===== config.mk =====
export PLATFORM = sky130hd
export DESIGN_NAME = cam_frame_writer
export DESIGN_NICKNAME = d
export VERILOG_FILES = /design/src/rtl/cam_pkg.sv /design/src/rtl/sync_fifo.sv /design/src/rtl/cam_frame_writer.sv
export SDC_FILE = /design/constraint.sdc
export NUM_CORES = 1
export LEC_CHECK = 0
export CORE_MARGIN = 2
export CORE_UTILIZATION = 51
export DETAILED_ROUTE_END_ITERATION = 8
export PLACE_DENSITY_LB_ADDON = 0.3
export SLEW_MARGIN = 20
export SYNTH_ARGS = -nofsm -noshare
export SYNTH_HDL_FRONTEND = slang
export SYNTH_SLANG_ARGS = --single-unit

===== constraint.sdc =====
create_clock -name clk_in -period 7.1 [get_ports clk_in]
set_clock_uncertainty 0.1 [all_clocks]
set_input_delay 1.775 -clock clk_in [delete_from_list [all_inputs] [get_ports clk_in]]
set_output_delay 1.775 -clock clk_in [all_outputs]
set_load 0.03 [all_outputs]

===== src/rtl/cam_pkg.sv =====
// Shared types for the camera frame writer: FSM states, FIFO entry layout and
// the drop-counter saturation value.
package cam_pkg;

  typedef enum logic [1:0] {
    WAIT_FRAME,
    CAPTURE,
    DRAIN
  } state_t;

  // Address field is sized for the widest frame buffer; the top narrows it.
  localparam int ENTRY_ADDR_W = 32;

  typedef struct packed {
    logic [ENTRY_ADDR_W-1:0] addr;
    logic [15:0]             data;
  } fifo_entry_t;

  localparam logic [15:0] DROP_COUNT_MAX = 16'hFFFF;

endpackage


===== src/rtl/sync_fifo.sv =====
// Single-clock FIFO with a registered head; when full, a push is still taken
// if a pop happens in the same cycle.
module sync_fifo #(
  parameter int WIDTH = 16,
  parameter int DEPTH = 8
) (
  input  logic             clk_i,
  input  logic             rst_i,
  input  logic             push_i,
  input  logic [WIDTH-1:0] push_data_i,
  input  logic             pop_i,
  output logic [WIDTH-1:0] head_o,
  output logic             full_o,
  output logic             empty_o
);

  localparam int PW = (DEPTH > 1) ? $clog2(DEPTH) : 1;
  localparam int CW = PW + 1;

  logic [WIDTH-1:0] mem_q [DEPTH];
  logic [PW-1:0]    wr_ptr_q, wr_ptr_d, rd_ptr_q, rd_ptr_d;
  logic [CW-1:0]    count_q, count_d;
  logic [WIDTH-1:0] head_q, head_d;
  logic             push_ok, pop_ok;

  assign empty_o = (count_q == '0);
  assign full_o  = (count_q == CW'(DEPTH));
  assign head_o  = head_q;
  assign pop_ok  = pop_i && !empty_o;
  assign push_ok = push_i && (!full_o || pop_ok);

  always_comb begin
    wr_ptr_d = wr_ptr_q;
    rd_ptr_d = rd_ptr_q;
    head_d   = head_q;
    if (push_ok) wr_ptr_d = wr_ptr_q + PW'(1);
    if (pop_ok)  rd_ptr_d = rd_ptr_q + PW'(1);
    count_d = count_q + CW'(push_ok) - CW'(pop_ok);
    // The head is either the entry being pushed into an emptying FIFO or the
    // already-stored entry at the next read pointer.
    if (count_q == CW'(pop_ok)) begin
      if (push_ok) head_d = push_data_i;
    end else begin
      head_d = mem_q[rd_ptr_d];
    end
  end

  always_ff @(posedge clk_i or posedge rst_i) begin
    if (rst_i) begin
      wr_ptr_q <= '0;
      rd_ptr_q <= '0;
      count_q  <= '0;
      head_q   <= '0;
    end else begin
      wr_ptr_q <= wr_ptr_d;
      rd_ptr_q <= rd_ptr_d;
      count_q  <= count_d;
      head_q   <= head_d;
    end
  end

  always_ff @(posedge clk_i) begin
    if (push_ok) mem_q[wr_ptr_q] <= push_data_i;
  end

endmodule


===== src/rtl/cam_frame_writer.sv =====
// Windows the reconstructed pixel stream, buffers {addr, data} pairs and writes
// them to a frame buffer. Define DOWNSAMPLE_2X_EN to keep only even/even pixels.
module cam_frame_writer
  import cam_pkg::*;
#(
  parameter int HCOUNT_WIDTH = 11,
  parameter int VCOUNT_WIDTH = 10,
  parameter int H_ACTIVE     = 320,
  parameter int V_ACTIVE     = 240,
  parameter int ADDR_WIDTH   = 17,
  parameter int FIFO_DEPTH   = 8
) (
  input  logic                    clk_in,
  input  logic                    rst_in,
  input  logic                    pixel_valid_in,
  input  logic [HCOUNT_WIDTH-1:0] pixel_hcount_in,
  input  logic [VCOUNT_WIDTH-1:0] pixel_vcount_in,
  input  logic [15:0]             pixel_data_in,
  input  logic                    mem_ready_in,
  output logic                    mem_we_out,
  output logic [ADDR_WIDTH-1:0]   mem_addr_out,
  output logic [15:0]             mem_data_out,
  output logic                    frame_done_out,
  output logic                    overflow_out,
  output logic [15:0]             drop_count_out
);

  localparam int PROD_W = VCOUNT_WIDTH + $clog2(H_ACTIVE) + 1;

  state_t                  state_q, state_d;
  logic [HCOUNT_WIDTH-1:0] h_eff;
  logic [VCOUNT_WIDTH-1:0] v_eff;
  logic                    keep_px, in_win, is_last, frame_start, capture;
  logic [PROD_W-1:0]       prod;
  logic                    s1_valid_q;
  fifo_entry_t             s1_q, head_e;
  logic                    fifo_full, fifo_empty, pop, drop;
  logic                    overflow_q;
  logic [15:0]             drop_cnt_q;
  logic                    unused_addr_hi;

`ifdef DOWNSAMPLE_2X_EN
  assign h_eff   = pixel_hcount_in >> 1;
  assign v_eff   = pixel_vcount_in >> 1;
  assign keep_px = !pixel_hcount_in[0] && !pixel_vcount_in[0];
`else
  assign h_eff   = pixel_hcount_in;
  assign v_eff   = pixel_vcount_in;
  assign keep_px = 1'b1;
`endif

  assign in_win      = keep_px && (h_eff < HCOUNT_WIDTH'(H_ACTIVE)) && (v_eff < VCOUNT_WIDTH'(V_ACTIVE));
  assign is_last     = (h_eff == HCOUNT_WIDTH'(H_ACTIVE - 1)) && (v_eff == VCOUNT_WIDTH'(V_ACTIVE - 1));
  assign frame_start = pixel_valid_in && (pixel_hcount_in == '0) && (pixel_vcount_in == '0);
  assign prod        = PROD_W'(v_eff) * PROD_W'(H_ACTIVE) + PROD_W'(h_eff);

  always_comb begin
    state_d        = state_q;
    capture        = 1'b0;
    frame_done_out = 1'b0;
    case (state_q)
      WAIT_FRAME: begin
        if (frame_start) begin
          capture = 1'b1;
          state_d = is_last ? DRAIN : CAPTURE;
        end
      end
      CAPTURE: begin
        if (pixel_valid_in && in_win) begin
          capture = 1'b1;
          if (is_last) state_d = DRAIN;
        end
      end
      DRAIN: begin
        if (fifo_empty && !s1_valid_q) begin
          frame_done_out = 1'b1;
          state_d        = WAIT_FRAME;
        end
      end
      default: state_d = WAIT_FRAME;
    endcase
  end

  assign pop  = mem_we_out && mem_ready_in;
  assign drop = s1_valid_q && fifo_full && !pop;

  always_ff @(posedge clk_in or posedge rst_in) begin
    if (rst_in) begin
      state_q    <= WAIT_FRAME;
      s1_valid_q <= 1'b0;
      s1_q       <= '0;
      overflow_q <= 1'b0;
      drop_cnt_q <= '0;
    end else begin
      state_q    <= state_d;
      s1_valid_q <= capture;
      if (capture) begin
        s1_q.addr <= ENTRY_ADDR_W'(ADDR_WIDTH'(prod));
        s1_q.data <= pixel_data_in;
      end
      if (drop) begin
        overflow_q <= 1'b1;
        if (drop_cnt_q != DROP_COUNT_MAX) drop_cnt_q <= drop_cnt_q + 16'd1;
      end
    end
  end

  sync_fifo #(
    .WIDTH($bits(fifo_entry_t)),
    .DEPTH(FIFO_DEPTH)
  ) u_fifo (
    .clk_i      (clk_in),
    .rst_i      (rst_in),
    .push_i     (s1_valid_q),
    .push_data_i(s1_q),
    .pop_i      (pop),
    .head_o     (head_e),
    .full_o     (fifo_full),
    .empty_o    (fifo_empty)
  );

  assign mem_we_out     = !fifo_empty;
  assign mem_addr_out   = ADDR_WIDTH'(head_e.addr);
  assign mem_data_out   = head_e.data;
  assign overflow_out   = overflow_q;
  assign drop_count_out = drop_cnt_q;
  assign unused_addr_hi = |(head_e.addr >> ADDR_WIDTH);

endmodule


==> flow_metrics.tcl, run 1 <==
set metrics [dict create \
    yosys.cell_types.count 57 \
    cts_tree "yes" \
    cp-endpoint "frame_done_out" \
    critPathKind "flip-flop to output pin" \
    vias 7801 \
    synthCells 817 \
    r2r_slack_ns 3.43 \
    worst_r2r_path_depth 11 \
    cp_max_fo 5 \
    min_from "state_q[1]" \
    report.final.slew_viol_count 0 \
    drcViolationCount 0 \
    setup_violations 0 \
    grt_pass1_wl_mm 46.8 \
    worst_hold_path_type "flip-flop to flip-flop" \
    hold_viol 0 \
    yosysTopAreaCell "edfxtp_1" \
    tns_ns 0 \
    synth_area_sq_mm 0.0148 \
    ys_ff_latch 360 \
    worstPathArrival_ns 2.63 \
    tightest_slew_ns 0.993 \
    startpoint "u_fifo.count_q[2]" \
    die_h_microns 174 \
    initial_core_util_pct 51.6 \
    cts_sinks 360 \
    root_buffer "clkbuf_16" \
    dominantRegCellSynth "edfxtp_1" \
    regToRegEndpoint "u_fifo.head_o[10]" \
    drive_gt1_share_pct 19.7 \
    yosys_warnings 0 \
    via_per_inst 5.81 \
    cts_hold_buf 0 \
    synth_edf_count 264 \
    slew_headroom_pct 33.8 \
    layout.nets 1005 \
    die_width_microns 174 \
    p_per_area_mw_per_mm2 347 \
    synth_top_area_share_pct 53.7 \
    syn2layout_area_growth_pct 17.5 \
    min_period_over_period_pct 63.5 \
    postSynth.asyncResetShare_pct 26.7 \
    path_clk_slew_ns 0.06 \
    grt_pass1_vias 8097 \
    grt_max_degree 66 \
    post-cts-setup-buffer-count 0 \
    status "finished, final reports clean" \
    finalPower_w 0.00602 \
    cts_resized 0 \
    antenna_found_initial 0 \
    ant_nets 0 \
    hpwl_mm 16.9 \
    hold_slack_ns 0.376 \
    rsz0062_at_grt "no" \
    rr_startpoint "u_fifo.count_q[2]" \
    p_leak_nw 6.53 \
    cp.required_ns 5.22 \
    synth_area_per_cell_sq_um 18.1 \
    drt-initial-drc-count 668 \
    cts_inserted_buffers 36 \
    critPathCaptureType "output pin" \
    synth_area_leaders "edfxtp_1 54%, dfrtp_1 16%, mux4_2 10%" \
    clock_latency_ns 0.51 \
    antenna-diode-count 0 \
    cap_violations 0 \
    portBuffers 92 \
    num_rows 62 \
    drt_first_pass_iters 5 \
    fmaxAchievable_ghz 0.222 \
    cts_buffer_depth 3 \
    synth.most_common_cell "edfxtp_1" \
    track_usage_pct 20.1 \
    fin_area_sq_mm 0.0173 \
    ys_seq_area_share_pct 70.0 \
    fin_cells 1342 \
    start_kind "flip-flop" \
    wl_mm 29.7 \
    dieArea_sq_mm 0.0303 \
    io_pins 93 \
    placed_cells 1278 \
    ir_drop_mv 0.287 \
    htree_levels 2 \
    synth_commonest_cells "264 x edfxtp_1, 96 x dfrtp_1, 66 x mux4_2, 33 x a22oi_1, 33 x mux2i_1" \
    post_drt_wl_per_cell_microns 22.2 \
    synth_nets 890 \
    core_area_sq_mm 0.0286 \
    placed_cell_area_sq_mm 0.0161 \
    min_period_ns 4.51 \
    place.gp.congestion 0.775 \
    grt_remaining_overflow 0 \
]
==> power breakdown <==
| group | total (W) | switching [W] | leakage, nW | internal [W] |
|---|---|---|---|---|
| registers | 0.00243 | 0.0000785 | 3.94 | 0.00235 |
| clock network | 0.00192 | 0.000760 | 0.581 | 0.00116 |
| logic | 0.00167 | 0.000926 | 2.01 | 0.000748 |
==> worst max-delay path: stages, from the launching register on <==
cell             delay (ns)
dfrtp_1                0.35
inv_1                  0.11
ha_1                   0.19
or3b_1                 0.53
nor3b_1                0.23
clkdlybuf4s50_1        0.71
==> cells in the final DEF, fill, tap and decap left out, types with 5 or more instances in the layout <==
master	instances
edfxtp_1	264
nand4_1	14
xor2_1	10
clkbuf_1	6
a22oi_1	33
dfrtp_1	96
o21ai_0	18
ha_1	29
mux4_2	66
clkbuf_16	37
nor2_1	13
bufinv_16	5
nor4_1	5
and3_1	7
a21oi_1	8
mux2i_1	33
xnor2_1	20
clkinv_2	7
inv_1	17
buf_4	20
nand3_1	9
clkdlybuf4s50_1	92
mux2_2	26
nand2_1	24
o21ai_1	30
==> routing by layer <==
| metal | part of all wire [%] | wire length [microns] | GRT usage, % |
|---|---|---|---|
| met1 | 44 | 13100 | 28.2 |
| met2 | 48 | 14400 | 33.3 |
| met3 | 5.4 | 1600 | 3.37 |
| met4 | 2.0 | 592 | 5.04 |
| met5 | 0 | 0 | 0 |
==> cell type report <==
type | instances | area (sq um)
clock buffers | 45 | 976
clock inverters | 19 | 226
well taps | 384 | 480
inverters | 19 | 73.8
multi-input cells | 402 | 4160
repair buffers | 113 | 1090
fillers | 2090 | 11300
flip-flops and latches | 360 | 10300
==> registers in the layout, summed over array words and instances (netlist names), 2 cells and up <==
| name | cells |
|---|---|
| u_fifo.rd_ptr_q | 3 |
| state_q | 2 |
| u_fifo.wr_ptr_q | 3 |
| u_fifo.mem_q | 264 |
| drop_count_out | 16 |
| u_fifo.count_q | 4 |
| s1_q | 33 |
| u_fifo.head_o | 33 |
==> metrics by stage <==
stage               setup WS, ns  utilization (%)
global route                2.46             60.6
global placement            2.19             56.3
floorplan                  0.614                -
CTS                         2.57             60.5
finish                      2.59             60.6
detailed placement          2.13             56.3
==> logic make-up (layout without fill, tap and decap cells) <==
logic type	count (synthesis)	after routing	synth area share (%)
XOR/XNOR	31	31	1.97
flip-flops	360	360	70.0
buffers and inverters	55	196	2.20
adder cells (fa/ha/maj)	32	32	2.87
AO/OA/AOI/OAI	106	106	4.54
AND/OR/NAND/NOR	108	108	4.13
multiplexers	125	125	14.3
==> how the worst min path moves through the flow <==
stage,endpoint,cells after the start
6_report,state_q[0],1
5_1_grt,state_q[0],1
4_1_cts,state_q[0],1
3_5_place_dp,overflow_out,1
3_3_place_gp,overflow_out,1
2_1_floorplan,state_q[0],1
No activity file was read; power rests on OpenSTA's default activity.
==> run 2, diff against run 1 <==
==> constraint.sdc (replaced) <==
create_clock -name clk_in -period 3.82 [get_ports clk_in]
set_clock_uncertainty 0.1 [all_clocks]
set_input_delay 0.955 -clock clk_in [delete_from_list [all_inputs] [get_ports clk_in]]
set_output_delay 0.955 -clock clk_in [all_outputs]
set_load 0.03 [all_outputs]
==> run 2 against run 1 <==
Against the previous run: clock power is 84% higher; largest cell class unchanged; utilization rose by 0.90 points; final cell count increased by 2.0%; power rose by 87%; critical path type is now input pin to flip-flop.
==> flow_metrics.tcl, run 2 (synthesis results as in run 1) <==
set metrics [dict create \
    rr_startpoint "u_fifo.count_q[2]" \
    drive_gt1_share_pct 20.9 \
    vias 7863 \
    r2r_slack_ns 0.69 \
    track_usage_pct 20.0 \
    multi_input_area_sq_mm 0.00420 \
    fin_area_sq_mm 0.0176 \
    slowest_delay_ns 0.46 \
    report.final.slew_viol_count 0 \
    layout.nets 1029 \
    p_leak_nw 6.66 \
    largest_register "u_fifo.mem_q" \
    die_width_microns 174 \
    clock_latency_ns 0.51 \
    cp.buffers_inverters 1 \
    critical-path-top-delay-family "adder cells" \
    portBuffers 92 \
    min_to "overflow_out" \
    p_per_area_mw_per_mm2 639 \
    placed_cell_area_sq_mm 0.0164 \
    path_cells "clkdlybuf4s50_1, ha_1, ha_1, fa_1, a211o_1, and3_1, nor4_1, o21a_1, xnor2_1, mux2_2" \
    cp.required_ns 4.11 \
    tightest_slew_ns 0.606 \
    antenna_found_initial 0 \
    ir_drop_mv 0.425 \
    setup_violations 0 \
    cts_tree "yes" \
    cts_inserted_buffers 37 \
    start_kind "input pin" \
    post_drt_wl_per_cell_microns 21.6 \
    grt_max_degree 67 \
    drt_first_pass_iters 5 \
    regArea_sq_mm 0.0103 \
    rsz0062_at_grt "no" \
    hold_path_depth 1 \
    path_clk_slew_ns 0.06 \
    hold_viol 0 \
    core_area_sq_mm 0.0286 \
    critPathKind "input pin to flip-flop" \
    fmaxAchievable_ghz 0.288 \
    dieArea_sq_mm 0.0303 \
    cts_sinks 360 \
    cap_violations 0 \
    root_buffer "clkbuf_16" \
    min_period_over_period_pct 91.0 \
    antenna-diode-count 0 \
    worst_r2r_path_depth 11 \
    placed_cells 1301 \
    initial_core_util_pct 51.6 \
    final_common_cell "edfxtp_1" \
    num_rows 62 \
    grt_pass1_vias 8185 \
    min_period_ns 3.48 \
    cp_max_fo 3 \
    min_from "overflow_out" \
    critPathCaptureType "flip-flop" \
    worstPathArrival_ns 3.77 \
    die_h_microns 174 \
    ant_nets 0 \
    syn2layout_area_growth_pct 19.3 \
    most-common-layout-cells "264 x edfxtp_1, 96 x dfrtp_1, 91 x clkdlybuf4s50_1" \
    drcViolationCount 0 \
    grt_pass1_wl_mm 46.5 \
    place.gp.congestion 0.785 \
    via_per_inst 5.74 \
    io_pins 93 \
    crit_path_top_delay_cell "clkdlybuf4s50_1" \
    fin_cells 1369 \
    worst_hold_path_type "flip-flop to flip-flop" \
    slew_headroom_pct 59.6 \
    wl_mm 29.6 \
    regToRegEndpoint "u_fifo.head_o[29]" \
    htree_levels 2 \
    status "finished, final reports clean" \
    grt_remaining_overflow 0 \
    drt-initial-drc-count 618 \
    cts_buffer_depth 3 \
    hpwl_mm 17.5 \
    largest_reg_flops 264 \
    fillers 2031 \
    path_common_cell "ha_1" \
    post-cts-setup-buffer-count 0 \
]
[run 2: cell type report]
class / count / area share [%]
multi-input combinational: 402 / 23.9
inverter: 19 / 0.419
timing repair buffer: 136 / 7.46
clock buffer: 53 / 5.90
sequential: 360 / 58.7
clock inverter: 15 / 0.903
tap: 384 / 2.73
[run 2: worst max-delay path by stage]
stage / startpoint / end / slack [ns] / cells past startpoint
after floorplan: mem_ready_in / u_fifo.mem_q[4][0] / -0.24 / 5
after global placement: pixel_vcount_in[1] / s1_q[30] / -0.08 / 10
after detailed placement: pixel_vcount_in[1] / s1_q[30] / -0.16 / 10
after CTS: u_fifo.count_q[2] / frame_done_out / 0.29 / 5
after global routing: pixel_vcount_in[1] / s1_q[32] / 0.1 / 10
final: pixel_vcount_in[1] / s1_q[30] / 0.34 / 10
[run 2: report_power, final]
group / internal, W / switching [W] / leakage, nW
Sequential: 0.00437 / 0.000143 / 3.94
Clock: 0.00211 / 0.00143 / 0.576
Combinational: 0.00147 / 0.00172 / 2.14
Total: 0.00794 / 0.00329 / 6.66
[run 2: layer usage]
metal | share of wire, % | routed length, microns | track usage, %
met2 | 50 | 14900 | 33.7
met1 | 43 | 12700 | 27.4
met5 | 0 | 0 | 0
met3 | 5.3 | 1580 | 3.24
met4 | 1.7 | 508 | 5.32
[run 2: timing repair]
action / 4_1_cts / 5_1_grt
setup endpoints to repair: 1 / 0
hold buffers: 0 / 0
resized for setup: 1 / 0
[run 2: stage by stage]
stage               TNS, ns  hold slack [ns]  utilization, %  setup slack [ns]  power, W
floorplan            -19.52            0.331               -            -0.236   0.00701
global placement     -0.161            0.357            57.3           -0.0828   0.00777
detailed placement   -0.339            0.359            57.3            -0.159   0.00782
CTS                       0            0.373            61.5             0.293    0.0114
global route              0            0.392            61.5            0.0966    0.0117
finish                    0            0.373            61.5             0.343    0.0112
